`src/rtl/fft_pkg.sv`:
```
`default_nettype none
// ============================================================================
// Module      : fft_pkg
// Description : Shared FFT reorder definitions: FSM state encoding, frame
//               length derivation and a width-generic bit reversal helper.
// Revision    : 1.0 - initial release
// ============================================================================
package fft_pkg;

    typedef logic [1:0] state_t;

    localparam state_t ST_IDLE   = 2'd0;
    localparam state_t ST_FILL   = 2'd1;
    localparam state_t ST_STREAM = 2'd2;

    // Last counter value of a frame of 2**addr_w samples.
    function automatic int unsigned frame_max(input int unsigned addr_w);
        return (32'd1 << addr_w) - 32'd1;
    endfunction

    function automatic logic [31:0] bitrev(input logic [31:0] value,
                                           input int unsigned width);
        logic [31:0] result;
        result = '0;
        for (int unsigned i = 0; i < width && i < 32; i++) begin
            result[5'(width - 1 - i)] = value[5'(i)];
        end
        return result;
    endfunction

endpackage : fft_pkg
`default_nettype wire

```
`src/rtl/bitrev_addr.sv`:
```
`default_nettype none
// ============================================================================
// Module      : bitrev_addr
// Description : Combinational width-generic bit reverser for reorder buffers.
// Revision    : 1.0 - initial release
// ============================================================================
module bitrev_addr #(
    parameter int WIDTH = 6
) (
    input  logic [WIDTH-1:0] addr_in,
    output logic [WIDTH-1:0] addr_out
);

    for (genvar i = 0; i < WIDTH; i++) begin : g_rev
        assign addr_out[i] = addr_in[WIDTH-1-i];
    end

endmodule : bitrev_addr
`default_nettype wire

```
`src/rtl/bitrev_reader.sv`:
```
`default_nettype none
// ============================================================================
// Module      : bitrev_reader
// Description : Bit-reversed read address generator for the biplex FFT
//               reorder buffer, one frame behind the natural-order writer.
//               Define BITREV_READER_PINGPONG_EN for a bank bit on rd_addr.
// Revision    : 1.0 - initial release
// ============================================================================
module bitrev_reader
    import fft_pkg::*;
#(
    parameter int ADDR_W = 6
) (
    input  logic              clk,
    input  logic              rst,
    input  logic              en,
    input  logic              sync_in,
`ifdef BITREV_READER_PINGPONG_EN
    output logic [ADDR_W:0]   rd_addr,
`else
    output logic [ADDR_W-1:0] rd_addr,
`endif
    output logic              rd_valid,
    output logic              sync_out,
    output logic              frame_err
);

`ifdef BITREV_READER_PINGPONG_EN
    localparam int RD_W = ADDR_W + 1;
`else
    localparam int RD_W = ADDR_W;
`endif
    localparam logic [ADDR_W-1:0] CNT_MAX = ADDR_W'(frame_max(ADDR_W));

    state_t            state_q, state_d;
    logic [ADDR_W-1:0] cnt_q, cnt_d;
    logic [ADDR_W-1:0] cnt_rev;
    logic [RD_W-1:0]   rd_addr_q, rd_addr_d;
    logic              rd_valid_q, rd_valid_d;
    logic              sync_out_q, sync_out_d;
    logic              frame_err_q, frame_err_d;
    logic              resync;
`ifdef BITREV_READER_PINGPONG_EN
    logic              bank_q, bank_d;
`endif

    bitrev_addr #(
        .WIDTH    (ADDR_W)
    ) u_bitrev_addr (
        .addr_in  (cnt_q),
        .addr_out (cnt_rev)
    );

    always_comb begin
        state_d     = state_q;
        cnt_d       = cnt_q;
        rd_addr_d   = rd_addr_q;
        rd_valid_d  = 1'b0;
        sync_out_d  = 1'b0;
        frame_err_d = frame_err_q;
`ifdef BITREV_READER_PINGPONG_EN
        bank_d      = bank_q;
`endif
        // A frame start seen anywhere but count 0 means the writer moved on
        // without us; the sync sample itself becomes sample 0 of a new fill.
        resync = en && sync_in && (state_q != ST_IDLE) && (cnt_q != '0);

        if (resync) begin
            frame_err_d = 1'b1;
            cnt_d       = ADDR_W'(1);
            state_d     = ST_FILL;
`ifdef BITREV_READER_PINGPONG_EN
            bank_d      = 1'b0;
`endif
        end else if (en) begin
            case (state_q)
                ST_IDLE: begin
                    if (sync_in) begin
                        cnt_d   = ADDR_W'(1);
                        state_d = ST_FILL;
                    end
                end
                ST_FILL: begin
                    cnt_d = cnt_q + ADDR_W'(1);
                    if (cnt_q == CNT_MAX) begin
                        state_d = ST_STREAM;
                    end
                end
                ST_STREAM: begin
`ifdef BITREV_READER_PINGPONG_EN
                    rd_addr_d = {bank_q, cnt_rev};
                    if (cnt_q == CNT_MAX) begin
                        bank_d = ~bank_q;
                    end
`else
                    rd_addr_d = cnt_rev;
`endif
                    rd_valid_d = 1'b1;
                    sync_out_d = (cnt_q == '0);
                    cnt_d      = cnt_q + ADDR_W'(1);
                end
                default: begin
                    state_d = ST_IDLE;
                    cnt_d   = '0;
                end
            endcase
        end
    end

    always_ff @(posedge clk) begin
        if (!rst) begin
            state_q     <= ST_IDLE;
            cnt_q       <= '0;
            rd_addr_q   <= '0;
            rd_valid_q  <= 1'b0;
            sync_out_q  <= 1'b0;
            frame_err_q <= 1'b0;
`ifdef BITREV_READER_PINGPONG_EN
            bank_q      <= 1'b0;
`endif
        end else begin
            state_q     <= state_d;
            cnt_q       <= cnt_d;
            rd_addr_q   <= rd_addr_d;
            rd_valid_q  <= rd_valid_d;
            sync_out_q  <= sync_out_d;
            frame_err_q <= frame_err_d;
`ifdef BITREV_READER_PINGPONG_EN
            bank_q      <= bank_d;
`endif
        end
    end

    assign rd_addr   = rd_addr_q;
    assign rd_valid  = rd_valid_q;
    assign sync_out  = sync_out_q;
    assign frame_err = frame_err_q;

endmodule : bitrev_reader
`default_nettype wire

```
`config.mk`:
```
export PLATFORM = sky130hd
export DESIGN_NAME = bitrev_reader
export DESIGN_NICKNAME = d
export VERILOG_FILES = /design/src/rtl/fft_pkg.sv /design/src/rtl/bitrev_addr.sv /design/src/rtl/bitrev_reader.sv
export SDC_FILE = /design/constraint.sdc
export NUM_CORES = 1
export LEC_CHECK = 0
export CORE_UTILIZATION = 51
export DETAILED_ROUTE_END_ITERATION = 10
export PLACE_DENSITY_LB_ADDON = 0.2
export SLEW_MARGIN = 20
export SYNTH_ARGS = -nofsm -noshare
export SYNTH_HDL_FRONTEND = slang
export SYNTH_SLANG_ARGS = --single-unit
```
`constraint.sdc`:
```
create_clock -name clk -period 2.1 [get_ports clk]
set_clock_uncertainty 0.15 [all_clocks]
set_input_delay 0.42 -clock clk [delete_from_list [all_inputs] [get_ports clk]]
set_output_delay 0.42 -clock clk [all_outputs]
set_load 0.05 [all_outputs]
```
==> run summary <==
dfxtp_1 takes more of the synthesized area than any other cell. The area added between synthesis and finish is 23.12%. The core region is 1559 sq um.

The estimated wirelength of the detail-placed design was 1.446 mm; the clock-pin slew on the worst setup and hold paths was 0.10 ns. The max-slew violation total from the final report is 0. The antenna diode count was 0. The largest individual stage delay along the critical path comes from the cell clkdlybuf4s50_1.

For the worst setup path, the data required time is 1.53 ns. The final critical-path share of the clock period works out to 95.80%. The biggest cell delay along the critical path is 0.81 ns. The total of endpoints with negative setup slack in the final report is 0, and the final routed DRC violation total is 0. The post-synthesis instance total is 105. The tools report the count of warnings emitted by yosys as 0. The ratio of routed vias to standard cells came out at 5.700.

The site row count was 14; the peak supply drop was 0.0003669 V. The minimum hold slack came out at 0.3133 ns. Setup repair after global routing left no endpoint under its margin. For this block, the initial DRC count from the detailed router was 23. The register bit total from synthesis came out at 17. The number of antenna violations at the first check in global routing was 0. The clock reaches the later pin of the worst-skew pair after 0.29 ns. The run gives 1086 sq um as the final instance area.

The kind of cell with the highest combined delay along the critical path is buffers and inverters. STA puts the critical path data arrival time at 1.44 ns. In the global route stage, overall resource usage came out at 23.96%. The total power divided by cell area works out to 540.5 nW/um^2. The run finished with clean final reports. The signal on the critical path passes through clkdlybuf4s50_1.

The sequential cells in the finished layout cover a total of 340.3 sq um. Summed over all layers, the global routing overflow is 0. The final hold violation count is 0, and the summed negative setup slack over all endpoints is 0 ns.

The number of nets in the finished design was 136. The number of buffer and inverter instances along the worst setup path was 1. The clock period could shrink to 2.012 ns. Counting flops with an async set or reset pin after synthesis yields a share of 0%. Leaving out fill and tap cells, the most frequent cell in the layout is nand2_1. The placed instances occupy a cell area of 1056 sq um. The tools report the achievable frequency as 497.1 MHz. For the pin with the worst max-slew slack, the measured transition is 0.4973 ns. The number of clock buffers added by TritonCTS is 3.

The flip-flop cell with the highest count after synthesis is dfxtp_1. The worst setup path is captured at a primary output. Entering global routing, the biggest net connects 17 pins.

In this run the tool buffered the top-level ports with 12 buffer cells. The tools report the number of clock sinks as 17. The first detailed-routing pass ran for 4 iterations. In the post-synthesis netlist, the biggest area contributors are dfxtp_1 (39%), ha_1 (9.9%), nand2_1 (7.7%). Counting tap cells, the placed design contains a total of 136 instances. At the end of routability-driven placement, the weighted congestion stood at 0.8360. The logs give 66.74% for the worst-case headroom to the max-slew limit and 882.1 sq um for the cell area after synthesis. The worst setup path is launched from a flop. Clock root buffer: clkbuf_4.

The count of pins on the block boundary is 13. The number of maximum-capacitance violations is 0, and the reported leakage power is 0.0003978 uW. The run gives 0.20 ns as the minimum setup slack among reg-to-reg paths. The logs give 56.58% for the effective utilization at floorplan and 500.5 sq um for the multi-input combinational cell area.

The overall routed net length was 1.921 mm; the number of fill cells in the layout was 137. The count of antenna-violating nets left after detailed routing was 0. In this run the horizontal extent of the chip is 43.59 um.

The number of distinct library cells after synthesis was 25; the share of layout cells above drive strength 1 was 10.48%. TritonCTS built the clock tree. The number of flops mapped to enable cells by yosys was 0; the fraction of the yosys area taken by sequential cells was 38.58%.

The area share of the leading cell type in the synthesized netlist was 38.58%; the final cell count without fillers was 140. The worst setup path is of the flop to primary output kind. From bottom edge to top edge, the die measures 43.59 um. The number of nets handed over by synthesis was 116.

The highest fanout seen on the critical path was 2; the number of global-route vias before repair was 799. Counting along the longest clock path gives a buffer depth of 2. The library cells used most frequently in the layout, excluding fill and tap cells, are nand2_1 (18), dfxtp_1 (17), clkdlybuf4s50_1 (12), inv_1 (9), a21oi_1 (8). The tools report the number of H-tree branching levels as 1.

In the final routed layout, each cell accounts on average for 13.72 um. The floorplan step defined a die boundary enclosing 1900 sq um. The first global-routing pass estimated 3.415 mm of wire. The final route contains 798 vias. A synthesized cell averages 8.401 sq um. The tightest min-delay check is of the flop to flop type.
[worst register-to-register path, stage by stage, from the launching register on]
cell	delay, ns
dfxtp_1	0.37
inv_1	0.10
ha_1	0.22
inv_1	0.17
o21ai_2	0.15
or4_1	0.51
a21oi_1	0.17
[flip-flops by register name (all words and copies together) (netlist names)]
| signal | cells |
|---|---|
| cnt_q | 6 |
| rd_addr | 6 |
| rd_valid | 1 |
| sync_out | 1 |
| state_q | 2 |
| frame_err | 1 |
[where the power goes]
| part | internal [uW] | switching (uW) | total (uW) |
|---|---|---|---|
| logic | 35.1 | 47.1 | 82.2 |
| registers | 326 | 4.04 | 330 |
| clock network | 73.8 | 101 | 174 |
| total | 435 | 152 | 587 |
[layer usage]
| layer | vias to the layer above | routed length (um) | global-route usage (%) |
|---|---|---|---|
| met3 | 5 | 79 | 5.417 |
| li1 | 397 | - | - |
| met4 | 0 | 24 | 10.63 |
| met5 | - | 0 | 0 |
| met1 | 374 | 878 | 30.57 |
| met2 | 22 | 939 | 38.51 |
[stage by stage]
step                      utilization (%)  worst slack [ns]  total power, uW
after floorplan                         -            0.3840            387.2
after global placement              67.74            0.1749            414.4
after detailed placement            67.74            0.1157            417.7
after CTS                           69.42           0.08252            589.6
after global routing                69.66           0.02845            624.0
final                               69.66           0.08822            587.0
[repair_timing]
action,in CTS,in global routing
setup endpoints to repair,0,3
hold buffers,0,0
buffers inserted,0,0
gates resized for setup,0,1
[logic make-up after synthesis]
logic type	synth area share (%)
AOI/OAI and AO/OA	15.89
adders and majority gates	9.929
buffers and inverters	5.106
DFF	38.58
muxes	6.809
and+or+nand+nor	23.69
[final timing paths]
| check | endpoint | cells after the start | start |
|---|---|---|---|
| max | frame_err | 1 | frame_err$_SDFFE_PN0P_ |
| min | rd_addr[2]$_SDFFE_PN0P_ | 2 | rd_addr[2]$_SDFFE_PN0P_ |
| max reg2reg | cnt_q[4]$_SDFFE_PP0P_ | 6 | state_q[0]$_SDFFE_PN0P_ |
| min reg2reg | rd_addr[2]$_SDFFE_PN0P_ | 2 | rd_addr[2]$_SDFFE_PN0P_ |
[synthesized netlist by cell type (3+ instances only)]
master,count
nor2_1,7
clkbuf_1,3
or4_1,3
a21oi_1,8
o21ai_0,5
ha_1,7
inv_1,9
nand3_1,4
nand2_1,18
dfxtp_1,17
mux2i_1,6
[area by class of cell]
class | count | share of cell area [%]
Clock buffer | 4 | 2.419
Multi-Input combinational cell | 76 | 46.08
Tap cell | 16 | 1.843
Timing Repair Buffer | 18 | 15.21
Inverter | 9 | 3.111
Sequential cell | 17 | 31.34
Note: power is estimated with default switching activity, not from simulation.
==> RTL change: new RTL, same settings <==
Change the parameter `ADDR_W` from 6 to 5.
--- a/src/rtl/bitrev_reader.sv
+++ b/src/rtl/bitrev_reader.sv
@@ -9,7 +9,7 @@
 module bitrev_reader
     import fft_pkg::*;
 #(
-    parameter int ADDR_W = 6
+    parameter int ADDR_W = 5
 ) (
     input  logic              clk,
     input  logic              rst,
Interface: changed (resized rd_addr); port bits go from 13 to 12. The function was not compared with the original's and may differ.
==> RTL change against the original RTL <==
Sequential power fell by 9.1%; highest routed layer unchanged; cell area fell by 14%; wire length fell by 24%; clock power fell by 9%; largest cell class unchanged; register-to-register slack improved by 0.11 ns; synthesized area fell by 11%; total power fell by 4.6%; sequential cell count fell by 2; critical path depth did not move; synthesized cell count fell by 20%; setup slack improved by 0.0060 ns.
==> RTL change: results (changes against the original RTL) <==
- Run status: completed
- Main area contributors after synthesis: dfxtp_1, ha_1, nand3_1
- Total track usage: 21.95% (-2.0 points)
- Post-DP HPWL: 1.084 mm (-25%)
- Maximum VDD drop: 0.3969 mV (+8.2%)
- Async S/R FF share, synth: 0% (unchanged)
- Root cell of the clock tree: clkbuf_4
- Clock slew seen by the registers of the worst setup and hold paths: 0.08 ns (-0.02 ns)
- Port buffer count: 11 (-1)
- Insertion delay to the later sink of the worst-skew pair: 0.28 ns
- Post-DR wirelength/cell: 13.06 um (-4.8%)
- Diode insertion count for antenna repair: 0 (unchanged)
- Sequential area share after synthesis: 38.22% (-0.36 points)
- Largest delay contributor family on the critical path: buffers and inverters
- Least-Margin Pin Slew: 0.5300 ns (+0.03272 ns)
- Largest net degree at the start of global routing: 16 (-1)
- Net count after synthesis: 96 (-17%)
- Lkg Pwr: 0.3616 nW (-9.1%)
- Net total in the final layout: 110 (-19%)
- GP Congestion: 0.8034 (-3.9%)
- Routed vias: 600 (-25%)
- Global-route wire length before repair: 2.311 mm (-32%)
- Share of final-layout standard cells stronger than drive strength 1: 8.247% (-2.2 points)
- Internal Power: 0.0004086 W (-6.1%)
- Number of warnings reported in the yosys synthesis log: 0 (unchanged)
- Ranking of synthesized cells by instance count: dfxtp_1, nand2_1, ha_1, nand3_1, o21ai_0
- Number of DRC markers after the initial detailed-route iteration: 5 (-78%)
- Synth cell types: 27 (+8.0%)
- Via count of the first global-routing pass: 561 (-30%)
- Post-CTS setup buffer count: 0 (unchanged)
## RTL change: worst paths after layout
check | startpoint | endpoint | slack, ns | cells past startpoint
hold / removal | rd_addr[0] | rd_addr[0] | 0.33 | 2
hold reg to reg | rd_addr[0] | rd_addr[0] | 0.33 | 2
setup / recovery | frame_err | frame_err | 0.09 | 1
setup reg to reg | cnt_q[0] | rd_addr[1] | 0.31 | 6
## RTL change: tightest hold or removal path, stage by stage (launching register included)
cell     delay (ns)
dfxtp_1        0.32
nand3_1        0.05
o21ai_0        0.06
## RTL change: kinds of logic (layout without fill, tap and decap cells)
group                      Yosys count  count (layout)  synth area share [%]
buffers and inverters                8              21                 4.299
xor gates and xnor gates             2               2                 2.230
adders and majority gates            8               8                 12.74
AOI/OAI and AO/OA                   16              16                 14.49
and+or+nand+nor                     33              33                 25.48
DFF                                 15              15                 38.22
muxes                                2               2                 2.548
## RTL change: routing by layer
metal | vias to the layer above | share of wire [%] | wire length [um] | GRT usage, %
li1 | 317 | - | - | -
met1 | 270 | 47 | 687 | 23.28
met2 | 11 | 48 | 701 | 39.45
met3 | 2 | 3.8 | 56 | 8.152
met4 | 0 | 1.2 | 17 | 7.258
met5 | - | 0 | 0 | 0
## RTL change: cell type report
| cell class | instances | area (um^2) |
|---|---|---|
| fillers | 119 | 432.9 |
| inverters | 5 | 18.77 |
| well taps | 15 | 18.77 |
| flip-flops and latches | 15 | 300.3 |
| multi-input cells | 61 | 451.7 |
| clock buffers | 4 | 26.28 |
| repair buffers | 12 | 117.6 |
## RTL change: power by group through the flow
stage,Combinational [W],Sequential [W],Clock [W]
5_1_grt,0.000115,0.000301,0.000171
3_5_place_dp,0.000101,0.000307,0
4_1_cts,0.000102,0.000300,0.000162
6_report,0.000102,0.000300,0.000158
2_1_floorplan,0.0000750,0.000308,0
3_3_place_gp,0.0000989,0.000306,0
## RTL change: metrics by stage
| step | setup slack [ns] | std cells | util (%) | area (um^2) | hold slack, ns |
|---|---|---|---|---|---|
| after global routing | 0.06178 | 112 | 68.32 | 933.4 | 0.3484 |
| after floorplan | 0.4550 | 84 | - | 785.8 | 0.3166 |
| after detailed placement | 0.1952 | 108 | 66.39 | 907.1 | 0.3196 |
| after CTS | 0.07847 | 112 | 68.32 | 933.4 | 0.3337 |
| after global placement | 0.2007 | 108 | 66.39 | 907.1 | 0.2986 |
| final | 0.09420 | 112 | 68.32 | 933.4 | 0.3282 |
